## config.mk

```make
export PLATFORM = sky130hd
export DESIGN_NAME = id_ex_stage_flat
export DESIGN_NICKNAME = d
export VERILOG_FILES = /design/src/rtl/id_ex_stage_if.sv /design/src/rtl/id_ex_stage.sv /design/src/flat_wrapper.sv
export SDC_FILE = /design/constraint.sdc
export NUM_CORES = 1
export LEC_CHECK = 0
export CAP_MARGIN = 20
export CORE_MARGIN = 10
export CORE_UTILIZATION = 37
export DETAILED_ROUTE_END_ITERATION = 12
export PLACE_DENSITY = 0.76
export SYNTH_ARGS = -nofsm -noshare
export SYNTH_HDL_FRONTEND = slang
export SYNTH_SLANG_ARGS = --single-unit
```

## constraint.sdc

```tcl
create_clock -name clk -period 2.3 [get_ports clk]
set_input_delay 0.46 -clock clk [delete_from_list [all_inputs] [get_ports clk]]
set_output_delay 0.46 -clock clk [all_outputs]
set_load 0.1 [all_outputs]
```

## src/rtl/id_ex_stage_if.sv

```systemverilog
// Decode-to-execute bundle: ID fields, register-file read data and writeback
// bypass in; registered EX operand bundle, stall request and bubble count out.
interface id_ex_stage_if #(
  parameter int CTRL_W = 16
);
  logic              id_valid;
  logic [31:0]       id_pc;
  logic [31:0]       id_imm;
  logic [4:0]        id_rs1_index;
  logic [4:0]        id_rs2_index;
  logic [4:0]        id_rd_index;
  logic              id_uses_rs1;
  logic              id_uses_rs2;
  logic              id_mem_read;
  logic [CTRL_W-1:0] id_ctrl;
  logic [31:0]       rs1_data_in;
  logic [31:0]       rs2_data_in;
  logic              wb_en;
  logic [4:0]        wb_rd_index;
  logic [31:0]       wb_data;
  logic              flush;
  logic              ex_hold;

  logic              id_stall;
  logic              ex_valid;
  logic [31:0]       ex_pc;
  logic [31:0]       ex_imm;
  logic [31:0]       ex_rs1_data;
  logic [31:0]       ex_rs2_data;
  logic [4:0]        ex_rs1_index;
  logic [4:0]        ex_rs2_index;
  logic [4:0]        ex_rd_index;
  logic              ex_mem_read;
  logic [CTRL_W-1:0] ex_ctrl;
  logic [31:0]       stall_cnt;

  modport master (
    output id_valid, id_pc, id_imm, id_rs1_index, id_rs2_index, id_rd_index,
           id_uses_rs1, id_uses_rs2, id_mem_read, id_ctrl,
           rs1_data_in, rs2_data_in, wb_en, wb_rd_index, wb_data,
           flush, ex_hold,
    input  id_stall, ex_valid, ex_pc, ex_imm, ex_rs1_data, ex_rs2_data,
           ex_rs1_index, ex_rs2_index, ex_rd_index, ex_mem_read, ex_ctrl,
           stall_cnt
  );

  modport slave (
    input  id_valid, id_pc, id_imm, id_rs1_index, id_rs2_index, id_rd_index,
           id_uses_rs1, id_uses_rs2, id_mem_read, id_ctrl,
           rs1_data_in, rs2_data_in, wb_en, wb_rd_index, wb_data,
           flush, ex_hold,
    output id_stall, ex_valid, ex_pc, ex_imm, ex_rs1_data, ex_rs2_data,
           ex_rs1_index, ex_rs2_index, ex_rd_index, ex_mem_read, ex_ctrl,
           stall_cnt
  );
endinterface

```

## src/rtl/id_ex_stage.sv

```systemverilog
// ID/EX pipeline register with same-cycle writeback bypass, load-use bubble
// insertion, flush/hold handling and a saturating load-use bubble counter.
module id_ex_stage #(
  parameter int CTRL_W = 16
) (
  input logic           clk,
  input logic           rst,
  id_ex_stage_if.slave  bus
);

  logic              r_ex_valid;
  logic [31:0]       r_ex_pc;
  logic [31:0]       r_ex_imm;
  logic [31:0]       r_ex_rs1_data;
  logic [31:0]       r_ex_rs2_data;
  logic [4:0]        r_ex_rs1_index;
  logic [4:0]        r_ex_rs2_index;
  logic [4:0]        r_ex_rd_index;
  logic              r_ex_mem_read;
  logic [CTRL_W-1:0] r_ex_ctrl;
  logic [31:0]       r_stall_cnt;

  logic [31:0]       w_op1;
  logic [31:0]       w_op2;
  logic              w_hazard;

  // The register file writes at posedge, so a same-cycle writeback must be bypassed here.
  always_comb begin
    w_op1 = bus.rs1_data_in;
    if (bus.id_rs1_index == 5'd0)
      w_op1 = 32'd0;
    else if (bus.wb_en && (bus.wb_rd_index == bus.id_rs1_index))
      w_op1 = bus.wb_data;

    w_op2 = bus.rs2_data_in;
    if (bus.id_rs2_index == 5'd0)
      w_op2 = 32'd0;
    else if (bus.wb_en && (bus.wb_rd_index == bus.id_rs2_index))
      w_op2 = bus.wb_data;
  end

  assign w_hazard = r_ex_valid && r_ex_mem_read && (r_ex_rd_index != 5'd0) &&
                    bus.id_valid &&
                    ((bus.id_uses_rs1 && (bus.id_rs1_index == r_ex_rd_index)) ||
                     (bus.id_uses_rs2 && (bus.id_rs2_index == r_ex_rd_index)));

  assign bus.id_stall = bus.ex_hold || w_hazard;

  // Flush outranks hold; a bubble only clears the fields EX acts on.
  always_ff @(posedge clk) begin
    if (!rst) begin
      r_ex_valid     <= 1'b0;
      r_ex_pc        <= 32'd0;
      r_ex_imm       <= 32'd0;
      r_ex_rs1_data  <= 32'd0;
      r_ex_rs2_data  <= 32'd0;
      r_ex_rs1_index <= 5'd0;
      r_ex_rs2_index <= 5'd0;
      r_ex_rd_index  <= 5'd0;
      r_ex_mem_read  <= 1'b0;
      r_ex_ctrl      <= '0;
      r_stall_cnt    <= 32'd0;
    end else if (bus.flush) begin
      r_ex_valid    <= 1'b0;
      r_ex_mem_read <= 1'b0;
      r_ex_rd_index <= 5'd0;
    end else if (bus.ex_hold) begin
      r_ex_valid <= r_ex_valid;
    end else if (w_hazard) begin
      r_ex_valid    <= 1'b0;
      r_ex_mem_read <= 1'b0;
      r_ex_rd_index <= 5'd0;
      r_ex_ctrl     <= '0;
      if (r_stall_cnt != 32'hFFFF_FFFF)
        r_stall_cnt <= r_stall_cnt + 32'd1;
    end else begin
      r_ex_valid     <= bus.id_valid;
      r_ex_pc        <= bus.id_pc;
      r_ex_imm       <= bus.id_imm;
      r_ex_rs1_data  <= w_op1;
      r_ex_rs2_data  <= w_op2;
      r_ex_rs1_index <= bus.id_rs1_index;
      r_ex_rs2_index <= bus.id_rs2_index;
      r_ex_rd_index  <= bus.id_rd_index;
      r_ex_mem_read  <= bus.id_mem_read;
      r_ex_ctrl      <= bus.id_ctrl;
    end
  end

  assign bus.ex_valid     = r_ex_valid;
  assign bus.ex_pc        = r_ex_pc;
  assign bus.ex_imm       = r_ex_imm;
  assign bus.ex_rs1_data  = r_ex_rs1_data;
  assign bus.ex_rs2_data  = r_ex_rs2_data;
  assign bus.ex_rs1_index = r_ex_rs1_index;
  assign bus.ex_rs2_index = r_ex_rs2_index;
  assign bus.ex_rd_index  = r_ex_rd_index;
  assign bus.ex_mem_read  = r_ex_mem_read;
  assign bus.ex_ctrl      = r_ex_ctrl;
  assign bus.stall_cnt    = r_stall_cnt;

endmodule

```

## src/flat_wrapper.sv

```systemverilog
// flat-port wrapper written by rule: the top's interface ports become plain ports
module id_ex_stage_flat 
#(
  parameter int CTRL_W = 16
)
  (clk, rst, bus_id_valid, bus_id_pc, bus_id_imm, bus_id_rs1_index, bus_id_rs2_index, bus_id_rd_index, bus_id_uses_rs1, bus_id_uses_rs2, bus_id_mem_read, bus_id_ctrl, bus_rs1_data_in, bus_rs2_data_in, bus_wb_en, bus_wb_rd_index, bus_wb_data, bus_flush, bus_ex_hold, bus_id_stall, bus_ex_valid, bus_ex_pc, bus_ex_imm, bus_ex_rs1_data, bus_ex_rs2_data, bus_ex_rs1_index, bus_ex_rs2_index, bus_ex_rd_index, bus_ex_mem_read, bus_ex_ctrl, bus_stall_cnt);
  id_ex_stage_if #(.CTRL_W(CTRL_W)) bus_i ();
  input logic clk;
  input logic rst;
  input wire logic [$bits(bus_i.id_valid)-1:0] bus_id_valid;
  input wire logic [$bits(bus_i.id_pc)-1:0] bus_id_pc;
  input wire logic [$bits(bus_i.id_imm)-1:0] bus_id_imm;
  input wire logic [$bits(bus_i.id_rs1_index)-1:0] bus_id_rs1_index;
  input wire logic [$bits(bus_i.id_rs2_index)-1:0] bus_id_rs2_index;
  input wire logic [$bits(bus_i.id_rd_index)-1:0] bus_id_rd_index;
  input wire logic [$bits(bus_i.id_uses_rs1)-1:0] bus_id_uses_rs1;
  input wire logic [$bits(bus_i.id_uses_rs2)-1:0] bus_id_uses_rs2;
  input wire logic [$bits(bus_i.id_mem_read)-1:0] bus_id_mem_read;
  input wire logic [$bits(bus_i.id_ctrl)-1:0] bus_id_ctrl;
  input wire logic [$bits(bus_i.rs1_data_in)-1:0] bus_rs1_data_in;
  input wire logic [$bits(bus_i.rs2_data_in)-1:0] bus_rs2_data_in;
  input wire logic [$bits(bus_i.wb_en)-1:0] bus_wb_en;
  input wire logic [$bits(bus_i.wb_rd_index)-1:0] bus_wb_rd_index;
  input wire logic [$bits(bus_i.wb_data)-1:0] bus_wb_data;
  input wire logic [$bits(bus_i.flush)-1:0] bus_flush;
  input wire logic [$bits(bus_i.ex_hold)-1:0] bus_ex_hold;
  output wire logic [$bits(bus_i.id_stall)-1:0] bus_id_stall;
  output wire logic [$bits(bus_i.ex_valid)-1:0] bus_ex_valid;
  output wire logic [$bits(bus_i.ex_pc)-1:0] bus_ex_pc;
  output wire logic [$bits(bus_i.ex_imm)-1:0] bus_ex_imm;
  output wire logic [$bits(bus_i.ex_rs1_data)-1:0] bus_ex_rs1_data;
  output wire logic [$bits(bus_i.ex_rs2_data)-1:0] bus_ex_rs2_data;
  output wire logic [$bits(bus_i.ex_rs1_index)-1:0] bus_ex_rs1_index;
  output wire logic [$bits(bus_i.ex_rs2_index)-1:0] bus_ex_rs2_index;
  output wire logic [$bits(bus_i.ex_rd_index)-1:0] bus_ex_rd_index;
  output wire logic [$bits(bus_i.ex_mem_read)-1:0] bus_ex_mem_read;
  output wire logic [$bits(bus_i.ex_ctrl)-1:0] bus_ex_ctrl;
  output wire logic [$bits(bus_i.stall_cnt)-1:0] bus_stall_cnt;
  assign bus_i.id_valid = bus_id_valid;
  assign bus_i.id_pc = bus_id_pc;
  assign bus_i.id_imm = bus_id_imm;
  assign bus_i.id_rs1_index = bus_id_rs1_index;
  assign bus_i.id_rs2_index = bus_id_rs2_index;
  assign bus_i.id_rd_index = bus_id_rd_index;
  assign bus_i.id_uses_rs1 = bus_id_uses_rs1;
  assign bus_i.id_uses_rs2 = bus_id_uses_rs2;
  assign bus_i.id_mem_read = bus_id_mem_read;
  assign bus_i.id_ctrl = bus_id_ctrl;
  assign bus_i.rs1_data_in = bus_rs1_data_in;
  assign bus_i.rs2_data_in = bus_rs2_data_in;
  assign bus_i.wb_en = bus_wb_en;
  assign bus_i.wb_rd_index = bus_wb_rd_index;
  assign bus_i.wb_data = bus_wb_data;
  assign bus_i.flush = bus_flush;
  assign bus_i.ex_hold = bus_ex_hold;
  assign bus_id_stall = bus_i.id_stall;
  assign bus_ex_valid = bus_i.ex_valid;
  assign bus_ex_pc = bus_i.ex_pc;
  assign bus_ex_imm = bus_i.ex_imm;
  assign bus_ex_rs1_data = bus_i.ex_rs1_data;
  assign bus_ex_rs2_data = bus_i.ex_rs2_data;
  assign bus_ex_rs1_index = bus_i.ex_rs1_index;
  assign bus_ex_rs2_index = bus_i.ex_rs2_index;
  assign bus_ex_rd_index = bus_i.ex_rd_index;
  assign bus_ex_mem_read = bus_i.ex_mem_read;
  assign bus_ex_ctrl = bus_i.ex_ctrl;
  assign bus_stall_cnt = bus_i.stall_cnt;
  id_ex_stage #(.CTRL_W(CTRL_W)) u_core (.clk(clk), .rst(rst), .bus(bus_i));
endmodule
```

Word-level counts from Yosys, hierarchy flattened
Cells that the tools add are included.

operators by class
  mux-type cells = 8
  multiply operators = 0
  bitwise operators = 4
  eq/ne operators = 5
  div/mod/pow operators = 0
  $lt $le $gt $ge = 0
  reduce and logical (&&, ||, !) cells = 17
  shifts and indexed selects = 0
  add/subtract/negate cells = 1

operators by type and width
  operator                                        count
  2-to-1 mux 32 bit                               4
  adder 32 x 1 -> 32 bit (second input constant)  1
  inequality test 32 bit (second input constant)  1
  equality test 5 bit                             4
  2-to-1 mux 16 bit                               1
  zero test 5 bit                                 2
  logical AND 1 bit                               8
  2-to-1 mux 5 bit                                1
  nonzero test 5 bit                              1
  NOT 1 bit                                       4
  AND reduction 4 bit                             1
  AND reduction 3 bit                             1
  logical OR 1 bit                                2
  2-to-1 mux 1 bit                                2
  AND reduction 2 bit                             1
  OR reduction 2 bit                              1

word-level totals
  bits in latches = 0
  memories kept = 0
  input bits = 205
  output and inout bits = 194
  memory bits (read-only) = 0
  register bits after elaboration = 193
  memory bits (writable) = 0
  word-level logic and storage cells = 46

Longest topological paths before layout
  depth in word-level cells = 6
  mapped depth = 10
  depth with buffers taken out = 7

Worst setup path after synthesis
OpenSTA, ideal clock, no wires.

  kind = register to output
  start = register u_core.r_ex_rd_index[0], in the netlist u_core.bus.ex_rd_index[0]
  end = output port bus_id_stall
  cell stages (with the launch flop) = 7
  buffers on the path = 1
  arrival = 2.748 ns
  slack = -0.908 ns
  cells stage by stage = dfxtp_1 -> xnor2_1 -> nand4_1 -> o22ai_1 -> nand2_1 -> clkbuf_1 -> nand2b_1

between the ends
  word-level cells in the longest chain between the ends = 5

RTL lines
  item                                                   line                                                     RTL
  start, declared                                        id_ex_stage.sv:18                                        logic [4:0] r_ex_rd_index;
  start signal, assigned                                 id_ex_stage.sv:84                                        r_ex_rd_index <= bus.id_rd_index;
  equality test 5 bit, or another cell as far along      id_ex_stage.sv:44                                        ((bus.id_uses_rs1 && (bus.id_rs1_index == r_ex_rd_index)) ||
  logical AND 1 bit (on tied branches)                   id_ex_stage.sv:44, id_ex_stage.sv:45, id_ex_stage.sv:42
  logical OR 1 bit or logical AND 1 bit (tied branches)  id_ex_stage.sv:44, id_ex_stage.sv:42
  logical AND 1 bit *                                    id_ex_stage.sv:43                                        bus.id_valid &&
  logical OR 1 bit *                                     id_ex_stage.sv:47                                        assign bus.id_stall = bus.ex_hold || w_hazard;
  end, declared                                          flat_wrapper.sv:27                                       output wire logic [$bits(bus_i.id_stall)-1:0] bus_id_stall;

Mark *: on every way between the ends. The rest lies on a longest branch, timed or not.

Worst setup path after layout
Same ends and word-level chain as after synthesis.

==> metrics.txt <==
status=finished, violations left; violated checks=setup timing; syn_area_per_cell=~8.5 um2; post-synthesis sequential area ratio=0.473; Mapped Nets=approximately 1.2k; drt initial violations=564; area delta synth->final=67.7%; Final Instance Area=~0.014 mm2; drt first pass iters=5; worst-case reg-to-reg path depth=8; Area after DPL=0.0128 mm2; layout cell share with drive strength beyond 1=0.284; r2r endpoint=u_core.bus.stall_cnt[18]; WL per Instance=approximately 20 um; die area=between 0.02 and 0.03 mm2; flops & latches, synth=193; synth top area cells=dfxtp_1 47%, nand2_1 9.2%, mux2i_1 8.8%; final max-slew violation count=0; Yosys cell types=between 40 and 50; row count=54; Clock Sinks=193; commonest non-fill, non-tap cell in the layout=buf_4; Die W=around 170 um; Setup violations, final=15; slew margin rel.=0.693; clk_skew=roughly 24 ps; met2 GRT Util=0.381; cell taking the most area after synthesis=dfxtp_1; Synth Instances=964; final worst slack=-128 ps; slack of the worst reg-to-reg path=-120 ps; Core Region=around 0.022 mm2; pwr/cell area=between 600 and 700 mW/mm2; element type at the critical path end=primary output; GRT Total Usage=0.224; most frequent cells in the layout=259 x buf_4, 200 x nand2_1, 195 x clkdlybuf4s50_1; top-area cell type share of the netlist area=0.473; VDD IR-drop max=~0.00064 V; DP Worst Slack=-719 ps; final RePlAce weighted congestion=~0.84; area of the mapped netlist=roughly 0.0082 mm2; GRT Max-Usage Layer=met2; vias in the first global route=~8.8k; CTS root buf=clkbuf_16; routed vias=between 8k and 9k; htree depth=4; placed wire-length estimate=26300 um; met1 Use GR=0.255; crit-path max FO=4; worst r2r src=u_core.bus.ex_rd_index[2]; Hold/Removal Path Class=reg -> reg; largest net degree at the start of global routing=52; Crit path arrival time=around 2000 ps; Hold Path Cell Cnt=2; Buffers on Ports=around 400; CTS tree=yes; I/O pin total=about 400; Synthesis Warnings=0; maximum clock path buffer count=2; CTS Hold Bufs=0; RSZ-0062 raised after global routing=true; Hold EP=u_core.bus.ex_ctrl[7]; GR Util met3=0.0764; vias per inst=5.20; CP startpoint kind=flip-flop; kind of critical path=reg -> out; Min Hold Slack=about 450 ps; DRC=0; clock-pin slew on the worst setup and hold paths=approximately 70 ps; max frequency=412 MHz; fin crit period=roughly 2400 ps; hold path start=u_core.bus.ex_ctrl[7]; actual slew at the worst max-slew pin=around 460 ps; first-pass GRT wire length=around 51000 um; post-route insts no fill=around 1.7k; nets@finish=1603; Placed Cells=between 1.5k and 2k; post-route ant nets=0; gr ovfl total=0; Lkg Pwr=5.24 nW; TritonCTS buffer count=17; DRT Wirelength=34100 um; critical path data required time=between 1500 and 2000 ps; Die Y=169 um; Clock Latency Late Sink=about 440 ps; initial core utilization=0.376; Final Hold Fails=0; initial antenna violation count=3; Max Cap Viol=0; crit share post-route=1.06
[critical path: stages (launching register included)]
cell and delay (ps):
dfxtp_4 390, or4_4 550, o2111a_2 300, nand2_4 80, nand2b_4 60, buf_12 160
[worst max path at each step]
stage / depth (start not counted) / slack, ps / from / endpoint
after floorplan: 7 / -60 / u_core.bus.stall_cnt[0] / u_core.bus.stall_cnt[30]
after global placement: 8 / -660 / bus_id_rs2_index[0] / u_core.bus.stall_cnt[20]
after detailed placement: 8 / -720 / bus_id_rs2_index[0] / u_core.bus.stall_cnt[18]
after CTS: 5 / -170 / u_core.bus.ex_rd_index[0] / bus_id_stall
after global routing: 8 / -200 / u_core.bus.ex_rd_index[2] / u_core.bus.stall_cnt[18]
final: 5 / -130 / u_core.bus.ex_rd_index[0] / bus_id_stall
[cell usage after synthesis, drive strengths merged]
master   instances
a2111oi          1
a21oi          106
and2             2
and3             2
and4             3
buf             19
clkbuf          59
dfxtp          193
ha               1
inv              5
mux2i           72
nand2          201
nand2b          13
nand3           94
nand4           15
nor2             9
nor3             2
nor3b            2
nor4             9
nor4b            1
o2111a           1
o2111ai          2
o211ai           2
o21a             1
o21ai           21
o22a             1
o22ai            2
o311ai           3
o31a             1
o31ai           70
o41ai            3
or2              2
or3             11
or4             13
xnor2           12
xor2            10
[cell type report]
cell class	count	area (um2)
Antenna cell	3	7.51
Clock buffer	18	429
Clock inverter	14	165
Fill cell	1842	8050
Inverter	5	20.0
Multi-Input combinational cell	688	4240
Sequential cell	193	3980
Tap cell	280	350
Timing Repair Buffer	492	4510
[what timing repair did]
action                                  CTS  global route
pin swaps                                10            19
endpoints found under the setup margin   58            38
resized for setup                        26            26
buffers inserted                          8             4
cloned                                    1             1
[per-stage QoR]
| step | TNS (ps) | power (W) | utilization |
|---|---|---|---|
| after global routing | -2410 | 0.00905 | 0.630 |
| after detailed placement | -83750 | 0.00575 | 0.586 |
| final | -622 | 0.00877 | 0.630 |
| after CTS | -1060 | 0.00881 | 0.622 |
| after floorplan | -151 | 0.00491 | - |
| after global placement | -77650 | 0.00573 | 0.586 |
[metal layers]
metal	vias to the layer above	part of all wire	wire length, um
met2	312	0.49	16700
met4	2	0.027	925
li1	4318	-	-
met5	-	0.00021	7
met3	48	0.085	2920
met1	4131	0.40	13500
[sequential cells by signal (all words and copies together), names as in the netlist, 16 cells and up]
signal / flops
u_core.bus.ex_ctrl: 16
u_core.bus.ex_imm: 32
u_core.bus.ex_pc: 32
u_core.bus.ex_rs1_data: 32
u_core.bus.ex_rs2_data: 32
u_core.bus.stall_cnt: 32
[where the power goes]
group          internal, W  switching (W)
registers          0.00344      0.0000803
logic             0.000712        0.00146
clock network      0.00156        0.00151
[cell families (layout without fill, tap and decap cells)]
| logic type | after synthesis | in the layout | share of synthesized area |
|---|---|---|---|
| and+or+nand+nor | 379 | 379 | 0.215 |
| AOI/OAI and AO/OA | 214 | 214 | 0.160 |
| DFF | 193 | 193 | 0.473 |
| buffers and inverters | 83 | 529 | 0.0392 |
| muxes | 72 | 72 | 0.0882 |
| xor gates and xnor gates | 22 | 22 | 0.0236 |
| adders and majority gates | 1 | 1 | 0.00153 |
| other | 0 | 3 | 0 |
(Power assumes the default switching activity.)
